### config.mk
export PLATFORM = sky130hd
export DESIGN_NAME = crosswalk_request_conditioner
export DESIGN_NICKNAME = d
export VERILOG_FILES = /design/src/rtl/crosswalk_request_conditioner.sv
export SDC_FILE = /design/constraint.sdc
export NUM_CORES = 1
export LEC_CHECK = 0
export CAP_MARGIN = 0
export CORE_MARGIN = 2
export CORE_UTILIZATION = 45
export CTS_CLUSTER_DIAMETER = 60
export DETAILED_ROUTE_END_ITERATION = 8
export GPL_TIMING_DRIVEN = 0
export PLACE_DENSITY = 0.67
export SYNTH_ARGS = -nofsm -noshare
export SYNTH_HDL_FRONTEND = slang
export SYNTH_SLANG_ARGS = --single-unit
### constraint.sdc
create_clock -name clk -period 1.3 [get_ports clk]
set_input_delay 0.13 -clock clk [delete_from_list [all_inputs] [get_ports clk]]
set_output_delay 0.13 -clock clk [all_outputs]
set_load 0.03 [all_outputs]
### src/rtl/crosswalk_request_conditioner.sv
// Two-channel pedestrian request conditioner: synchronise, debounce and latch
// pushbutton presses until a full green phase on the approach has served them.

module crosswalk_request_channel #(
    parameter int DEBOUNCE_CYCLES = 16,
    parameter int CNT_W           = 16,
    parameter int PRESS_W         = 8
) (
    input  logic               clk,
    input  logic               reset_n,
    input  logic               i_btn,
    input  logic               i_grn,
    output logic               o_req,
    output logic [PRESS_W-1:0] o_press_cnt
);

    typedef enum logic [1:0] {
        ST_IDLE    = 2'd0,
        ST_PENDING = 2'd1,
        ST_SERVING = 2'd2
    } state_t;

    localparam logic [CNT_W-1:0]   DB_LAST   = CNT_W'(DEBOUNCE_CYCLES - 1);
    localparam logic [CNT_W-1:0]   DB_ONE    = CNT_W'(1);
    localparam logic [PRESS_W-1:0] PRESS_ONE = PRESS_W'(1);
    localparam logic [PRESS_W-1:0] PRESS_MAX = '1;

    logic               r_s1;
    logic               r_s2;
    logic               r_stable;
    logic               r_stable_q;
    logic [CNT_W-1:0]   r_db_cnt;
    logic               r_grn_q;
    logic [PRESS_W-1:0] r_press_cnt;
    state_t             r_state;
    logic               r_repress;

    state_t             w_state_nxt;
    logic               w_repress_nxt;
    logic               w_press;
    logic               w_grn_rise;
    logic               w_grn_fall;

    // btn is fully asynchronous: plain two-flop synchroniser, then debounce.
    always_ff @(posedge clk or negedge reset_n) begin
        if (!reset_n) begin
            r_s1       <= 1'b0;
            r_s2       <= 1'b0;
            r_stable   <= 1'b0;
            r_stable_q <= 1'b0;
            r_db_cnt   <= '0;
            r_grn_q    <= 1'b0;
        end else begin
            r_s1       <= i_btn;
            r_s2       <= r_s1;
            r_stable_q <= r_stable;
            r_grn_q    <= i_grn;
            if (r_s2 == r_stable) begin
                r_db_cnt <= '0;
            end else if (r_db_cnt == DB_LAST) begin
                r_stable <= r_s2;
                r_db_cnt <= '0;
            end else begin
                r_db_cnt <= r_db_cnt + DB_ONE;
            end
        end
    end

    assign w_press    = r_stable & ~r_stable_q;
    assign w_grn_rise = i_grn & ~r_grn_q;
    assign w_grn_fall = ~i_grn & r_grn_q;

    always_ff @(posedge clk or negedge reset_n) begin
        if (!reset_n) begin
            r_press_cnt <= '0;
        end else if (w_press && (r_press_cnt != PRESS_MAX)) begin
            r_press_cnt <= r_press_cnt + PRESS_ONE;
        end
    end

    always_ff @(posedge clk or negedge reset_n) begin
        if (!reset_n) begin
            r_state   <= ST_IDLE;
            r_repress <= 1'b0;
        end else begin
            r_state   <= w_state_nxt;
            r_repress <= w_repress_nxt;
        end
    end

    // r_repress remembers a press seen mid-green so it carries to the next green.
    always_comb begin
        w_state_nxt   = r_state;
        w_repress_nxt = r_repress;
        case (r_state)
            ST_IDLE: begin
                w_repress_nxt = 1'b0;
                if (w_press) begin
                    w_state_nxt = w_grn_rise ? ST_SERVING : ST_PENDING;
                end
            end
            ST_PENDING: begin
                if (w_grn_rise) begin
                    w_state_nxt   = ST_SERVING;
                    w_repress_nxt = 1'b0;
                end
            end
            ST_SERVING: begin
                if (w_grn_fall) begin
                    w_state_nxt   = (r_repress || w_press) ? ST_PENDING : ST_IDLE;
                    w_repress_nxt = 1'b0;
                end else if (w_press) begin
                    w_repress_nxt = 1'b1;
                end
            end
            default: begin
                w_state_nxt   = ST_IDLE;
                w_repress_nxt = 1'b0;
            end
        endcase
    end

    assign o_req       = (r_state != ST_IDLE);
    assign o_press_cnt = r_press_cnt;

endmodule

module crosswalk_request_conditioner #(
    parameter int DEBOUNCE_CYCLES = 16,
    parameter int CNT_W           = 16,
    parameter int PRESS_W         = 8
) (
    input  logic               clk,
    input  logic               reset_n,
    input  logic               btn_0,
    input  logic               btn_1,
    input  logic               grn_0,
    input  logic               grn_1,
    output logic               crosswalk_0,
    output logic               crosswalk_1,
    output logic               wait_0,
    output logic               wait_1,
    output logic [PRESS_W-1:0] press_cnt_0,
    output logic [PRESS_W-1:0] press_cnt_1
);

    localparam int NUM_CH = 2;

    if (DEBOUNCE_CYCLES < 1 || DEBOUNCE_CYCLES > (2 ** CNT_W) - 1) begin : g_bad_param
        $error("DEBOUNCE_CYCLES out of range for CNT_W");
    end

    logic [NUM_CH-1:0]              w_btn;
    logic [NUM_CH-1:0]              w_grn;
    logic [NUM_CH-1:0]              w_req;
    logic [NUM_CH-1:0][PRESS_W-1:0] w_cnt;

    assign w_btn = {btn_1, btn_0};
    assign w_grn = {grn_1, grn_0};

    for (genvar g = 0; g < NUM_CH; g++) begin : g_ch
        crosswalk_request_channel #(
            .DEBOUNCE_CYCLES (DEBOUNCE_CYCLES),
            .CNT_W           (CNT_W),
            .PRESS_W         (PRESS_W)
        ) u_ch (
            .clk         (clk),
            .reset_n     (reset_n),
            .i_btn       (w_btn[g]),
            .i_grn       (w_grn[g]),
            .o_req       (w_req[g]),
            .o_press_cnt (w_cnt[g])
        );
    end

    assign crosswalk_0 = w_req[0];
    assign crosswalk_1 = w_req[1];
    assign wait_0      = w_req[0];
    assign wait_1      = w_req[1];
    assign press_cnt_0 = w_cnt[0];
    assign press_cnt_1 = w_cnt[1];

endmodule

==> flow_summary.yaml, run 1 <==
run_status:
  status: "complete, but fails checks"
  violations: "setup timing"
layout:
  syn_to_final_growth_pct: 50.0
  antennaDiodeCount: 0
  postLayoutCoreUtil: 0.701
  final_cell_mix: "buf_4, dfrtp_1, nor2_2, dfrtp_2, xnor2_1"
  layout-drive-gt1-share: 0.508
  fin_nets: 386
  fill_cells: 430
  mostFrequentLayoutCell: "buf_4"
min_path:
  hold_path_class: "primary input to flop"
  min_to: "g_ch[0].u_ch.r_s1"
  hold_path_depth: 1
  worstHoldStart: "btn_0"
floorplan:
  io_pins: 26
  rows: 29
  die_area_sq_mm: 0.00726
  die-height_um: 85.2
  start_util: 0.467
  die_w_um: 85.2
  core_sq_mm: 0.00635
synthesis:
  synth_cell_types: 36
  synthCells: 276
  async_flop_share: 1.00
  ys_seq_area_frac: 0.540
  syn_nets: 286
  synthFlopType: "dfrtp_1"
  ys.warnings.count: 0
  syn_avg_cell_area_sq_um: 10.7
  synth_edf_count: 0
  ys_seq_elements: 64
  synthesis.area_sq_mm: 0.00297
setup_path:
  cp_max_fo: 5
  setup.worst_path.start: "g_ch[0].u_ch.r_db_cnt[1]"
  worstReg2RegStart: "g_ch[0].u_ch.r_db_cnt[1]"
  critPathCaptureType: "flop"
  start_kind: "flop"
  cp_cell_sequence: "ha_4, and3_4, nand4_1, nand2_2, buf_6, nor2_2"
  r2r_end: "g_ch[0].u_ch.r_db_cnt[13]"
  ff2ff_setup_slack_ns: -0.18
  crit_arrival_ns: 1.71
  cpPeakStageDelay_ns: 0.41
  crit_required_ns: 1.53
  worst_path_max_delay_cell: "dfrtp_1"
  crit_type: "flop to flop"
  r2r_cells: 6
global_routing:
  grt_max_degree: 65
  use_met2: 0.317
  antenna_found_initial: 0
  met1_usage: 0.245
  first_global_vias: 2350
  busiest_layer: "met2"
  met3_usage: 0.0360
  grtUsageTotal: 0.194
  grt_first_pass_wirelength_um: 11000
  grt_overflow: 0
clock_tree:
  cts_buffers: 9
  tritoncts: "yes"
  clk_path_buf_depth: 2
  clkSlewWorstSetupHoldPaths_ns: 0.06
  root_buffer: "clkbuf_8"
  htreeDepth: 3
  clock_sinks: 64
  clkLatencyLatePin_ns: 0.34
job:
  cap_violations: 0
placed_design:
  io_buffers: 25
  place_ws_ns: -0.282
  place.gp.congestion: 0.812
  place_hpwl_um: 3510
drt:
  firstDrtPassIters: 4
  ant_nets: 0
  routedWlPerCell_um: 14.6
  vias: 2378
  via_per_inst: 5.20
  drt_iter0_markers: 57
  totalWireLength_um: 6680
  drcViolationCount: 0
pwr:
  power.density_mw_per_mm2: 845
  ir_drop_mv: 0.922
  power_mw: 3.76
  p_leak_nw: 1.99
timing:
  rsz0062_at_grt: "true"
  hold_ws_ns: 0.230
  worstMarginPinSlew_ns: 0.794
  skew_ns: 0.00697
  hold_viol: 0
  setup_tns_ns: -5.47
  setup_violations: 43
  slew_headroom: 0.471
  max_freq_mhz: 677
  period_needed_ns: 1.48
  period_share: 1.14
  slew_violations: 0
  setup_slack_ns: -0.177
==> state kept, by name (all words and copies together), names as in the netlist <==
register               count
g_ch.u_ch.o_press_cnt     16
g_ch.u_ch.r_db_cnt        32
g_ch.u_ch.r_grn_q          2
g_ch.u_ch.r_repress        2
g_ch.u_ch.r_s1             2
g_ch.u_ch.r_s2             2
g_ch.u_ch.r_stable         2
g_ch.u_ch.r_stable_q       2
g_ch.u_ch.r_state          4
==> area by class of cell <==
| class | instances | area (sq um) | area share |
|---|---|---|---|
| clock inverter | 1 | 5.00 | 0.00112 |
| buffer | 2 | 22.5 | 0.00506 |
| sequential | 64 | 1630 | 0.367 |
| timing repair buffer | 91 | 788 | 0.177 |
| clock buffer | 14 | 163 | 0.0366 |
| multi-input combinational | 195 | 1690 | 0.381 |
| tap | 77 | 96.3 | 0.0217 |
| inverter | 13 | 48.8 | 0.0110 |
==> where the power goes <==
group          switching [mW]  internal (mW)
sequential             0.0257           2.02
clock                   0.720          0.786
combinational           0.115         0.0969
==> routing by layer <==
| layer | wire, um | share of wire |
|---|---|---|
| met5 | 0 | 0 |
| met1 | 2970 | 0.44 |
| met2 | 3400 | 0.51 |
| met3 | 145 | 0.022 |
| met4 | 166 | 0.025 |
==> critical path, delay by kind of cell (launching register included) <==
kind                       cells  cell delay, ns
adders and majority gates      1            0.17
buffers and inverters          1            0.16
DFF                            1            0.41
and+or+nand+nor                4            0.62
==> Yosys cell counts, types with 5 or more instances <==
library cell	number	share of area
nand3_1	14	0.024
nand4_1	10	0.021
nand2_1	13	0.016
nor3_1	13	0.022
xor2_1	18	0.053
and3_1	5	0.011
inv_1	13	0.016
dfrtp_1	64	0.54
nor4_1	11	0.023
nor4_2	5	0.021
xnor2_1	25	0.074
nor2_1	36	0.046
==> kinds of logic after synthesis <==
group,share of synthesized area
XOR/XNOR,0.127
flip-flops,0.540
adder cells (fa/ha/maj),0.0169
AND/OR/NAND/NOR,0.237
multiplexers,0.0152
AO/OA/AOI/OAI,0.0380
buffers and inverters,0.0257
==> how the worst max path moves through the flow <==
stage	to	cells past startpoint	slack, ns
4_1_cts	g_ch[1].u_ch.r_db_cnt[6]	6	-0.14
6_report	g_ch[0].u_ch.r_db_cnt[13]	6	-0.18
3_3_place_gp	g_ch[0].u_ch.o_press_cnt[0]	1	-2.24
3_5_place_dp	wait_0	3	-0.28
2_1_floorplan	g_ch[0].u_ch.o_press_cnt[1]	4	-0.14
5_1_grt	g_ch[1].u_ch.r_db_cnt[14]	6	-0.23
==> per-stage QoR <==
| step | area, sq um | std cells |
|---|---|---|
| final | 4450 | 457 |
| after floorplan | 3080 | 276 |
| after global placement | 3430 | 378 |
| after detailed placement | 3430 | 378 |
| after CTS | 4150 | 439 |
| after global routing | 4450 | 457 |
==> repair_timing <==
item                       CTS  global route
hold buffers                 1             0
buffers inserted            44            21
pin swaps                   22            24
setup endpoints to repair   67            60
gates cloned                 2             0
hold endpoints to repair    64             0
gates resized for setup    109            48
(Power assumes the default switching activity.)
==> run 2, diff against run 1 <==
--- a/config.mk
+++ b/config.mk
@@ -12,6 +12,8 @@
 export DETAILED_ROUTE_END_ITERATION = 8
 export GPL_TIMING_DRIVEN = 0
 export PLACE_DENSITY = 0.67
+export SLEW_MARGIN = 40
 export SYNTH_ARGS = -nofsm -noshare
 export SYNTH_HDL_FRONTEND = slang
 export SYNTH_SLANG_ARGS = --single-unit
+export TNS_END_PERCENT = 100
==> run 2 against run 1 <==
Against the previous run: the run still ends with setup timing left; sequential share of layout area barely moved; register-to-register slack is essentially flat; sequential power about the same; clock power rose by 3%; utilization down 0.14 points; die area stayed put; cell count is 0.22% higher; flip-flop and latch count unchanged; first-iteration DRC count up 18%; critical endpoint is now g_ch[0].u_ch.r_db_cnt[6]; largest cell class unchanged; highest routed layer unchanged.
==> flow_summary.yaml, run 2 (synthesis results as in run 1) <==
run_status:
  status: "complete, but fails checks"
  violations: "setup timing"
clock_tree:
  root_buffer: "clkbuf_8"
  cts_buffers: 9
  htreeDepth: 3
  clk_path_buf_depth: 2
  tritoncts: "yes"
  clkLatencyLatePin_ns: 0.34
  clock_sinks: 64
  clkSlewWorstSetupHoldPaths_ns: 0.06
floorplan:
  io_pins: 26
  core_sq_mm: 0.00635
  rows: 29
  die_w_um: 85.2
  start_util: 0.467
  die_area_sq_mm: 0.00726
  die-height_um: 85.2
pwr:
  power_mw: 3.82
  ir_drop_mv: 0.913
  p_leak_nw: 1.99
  power.density_mw_per_mm2: 861
global_routing:
  antenna_found_initial: 0
  first_global_vias: 2316
  grt_first_pass_wirelength_um: 10600
  grtUsageTotal: 0.186
  grt_overflow: 0
  grt_max_degree: 42
timing:
  hold_ws_ns: 0.232
  setup_violations: 40
  rsz0062_at_grt: "true"
  period_share: 1.15
  skew_ns: 0.00704
  hold_viol: 0
  setup_slack_ns: -0.191
  max_freq_mhz: 671
  slew_violations: 0
  period_needed_ns: 1.49
  slew_headroom: 0.782
  worstMarginPinSlew_ns: 0.327
  setup_tns_ns: -5.24
drt:
  via_per_inst: 5.23
  drt_iter0_markers: 67
  vias: 2396
  totalWireLength_um: 6740
  firstDrtPassIters: 4
  routedWlPerCell_um: 14.7
  drcViolationCount: 0
  ant_nets: 0
layout:
  final_cell_mix: "buf_4, dfrtp_1, xnor2_1"
  largest_reg_flops: 32
  fill_cells: 433
  antennaDiodeCount: 0
  fin_nets: 387
  mostFrequentLayoutCell: "buf_4"
  syn_to_final_growth_pct: 49.7
  seqCellArea_sq_mm: 0.00163
  top_register: "g_ch.u_ch.r_db_cnt"
  layout-drive-gt1-share: 0.499
  design_area_sq_mm: 0.00444
  multiInputGateArea_sq_mm: 0.00166
placed_design:
  place_hpwl_um: 3630
  place.gp.congestion: 0.812
  placed_cell_area_sq_mm: 0.00345
  io_buffers: 25
  place_ws_ns: -0.283
setup_path:
  cp_max_fo: 3
  crit_type: "flop to flop"
  crit_arrival_ns: 1.71
  start_kind: "flop"
  crit_required_ns: 1.52
  critPathCaptureType: "flop"
min_path:
  hold_path_class: "primary input to asynchronous set/reset pin"
job:
  cap_violations: 0
-- run 2: stage by stage --
stage | cells | util
after floorplan | 276 | -
final | 458 | 0.699
after CTS | 435 | 0.637
after detailed placement | 379 | 0.543
after global placement | 378 | 0.540
after global routing | 458 | 0.699
-- run 2: path summary, 6_finish.rpt --
kind | startpoint | end | slack [ns] | cells past startpoint
setup / recovery | g_ch[0].u_ch.r_db_cnt[0] | g_ch[0].u_ch.r_db_cnt[6] | -0.19 | 7
hold / removal | reset_n | g_ch[1].u_ch.r_grn_q | 0.23 | 2
setup reg to reg | g_ch[0].u_ch.r_db_cnt[0] | g_ch[0].u_ch.r_db_cnt[6] | -0.19 | 7
hold reg to reg | g_ch[0].u_ch.r_s1 | g_ch[0].u_ch.r_s2 | 0.35 | 0
max in group asynchronous | reset_n | g_ch[0].u_ch.r_db_cnt[5] | 0.54 | 3
min in group clk | btn_0 | g_ch[0].u_ch.r_s1 | 0.23 | 1
-- run 2: cell type report --
class / instances / share of cell area
multi-input cells: 195 / 0.374
flip-flops and latches: 64 / 0.367
repair buffers: 91 / 0.179
clock buffers: 15 / 0.0397
well taps: 77 / 0.0217
inverters: 13 / 0.0110
plain buffers: 3 / 0.00761
-- run 2: critical path, stage by stage (launching register included) --
cell and delay, ns:
dfrtp_1 0.42, ha_4 0.17, nand4_1 0.19, buf_4 0.20
buf_4 0.14, nor2_4 0.08, xnor2_1 0.13, nor2_2 0.06
-- run 2: routing by layer --
metal	global-route usage	vias up	wire length (um)
met5	0	-	0
met4	0.0880	0	150
li1	-	1149	-
met1	0.240	1193	3000
met2	0.300	41	3410
met3	0.0379	13	191
-- run 2: timing repair --
action                     CTS  global route
resized for setup           87            64
pin swaps                   19            25
hold endpoints to repair    23             0
cloned                       2             0
hold buffers                 1             0
setup endpoints to repair   67            62
buffers inserted            38            24
-- run 2: where the power goes --
part           switching [mW]  internal (mW)  total, mW
sequential             0.0246           2.02       2.04
combinational           0.117          0.104      0.221
clock                   0.715          0.842       1.56
==> run 3, diff against run 2 <==
--- a/config.mk
+++ b/config.mk
@@ -5,7 +5,7 @@
 export SDC_FILE = /design/constraint.sdc
 export NUM_CORES = 1
 export LEC_CHECK = 0
-export CAP_MARGIN = 0
+export CAP_MARGIN = 30
 export CORE_MARGIN = 2
 export CORE_UTILIZATION = 45
 export CTS_CLUSTER_DIAMETER = 60
==> results of run 3 <==
Same layout as run 2: the final DEF is identical, and so are final timing and power.
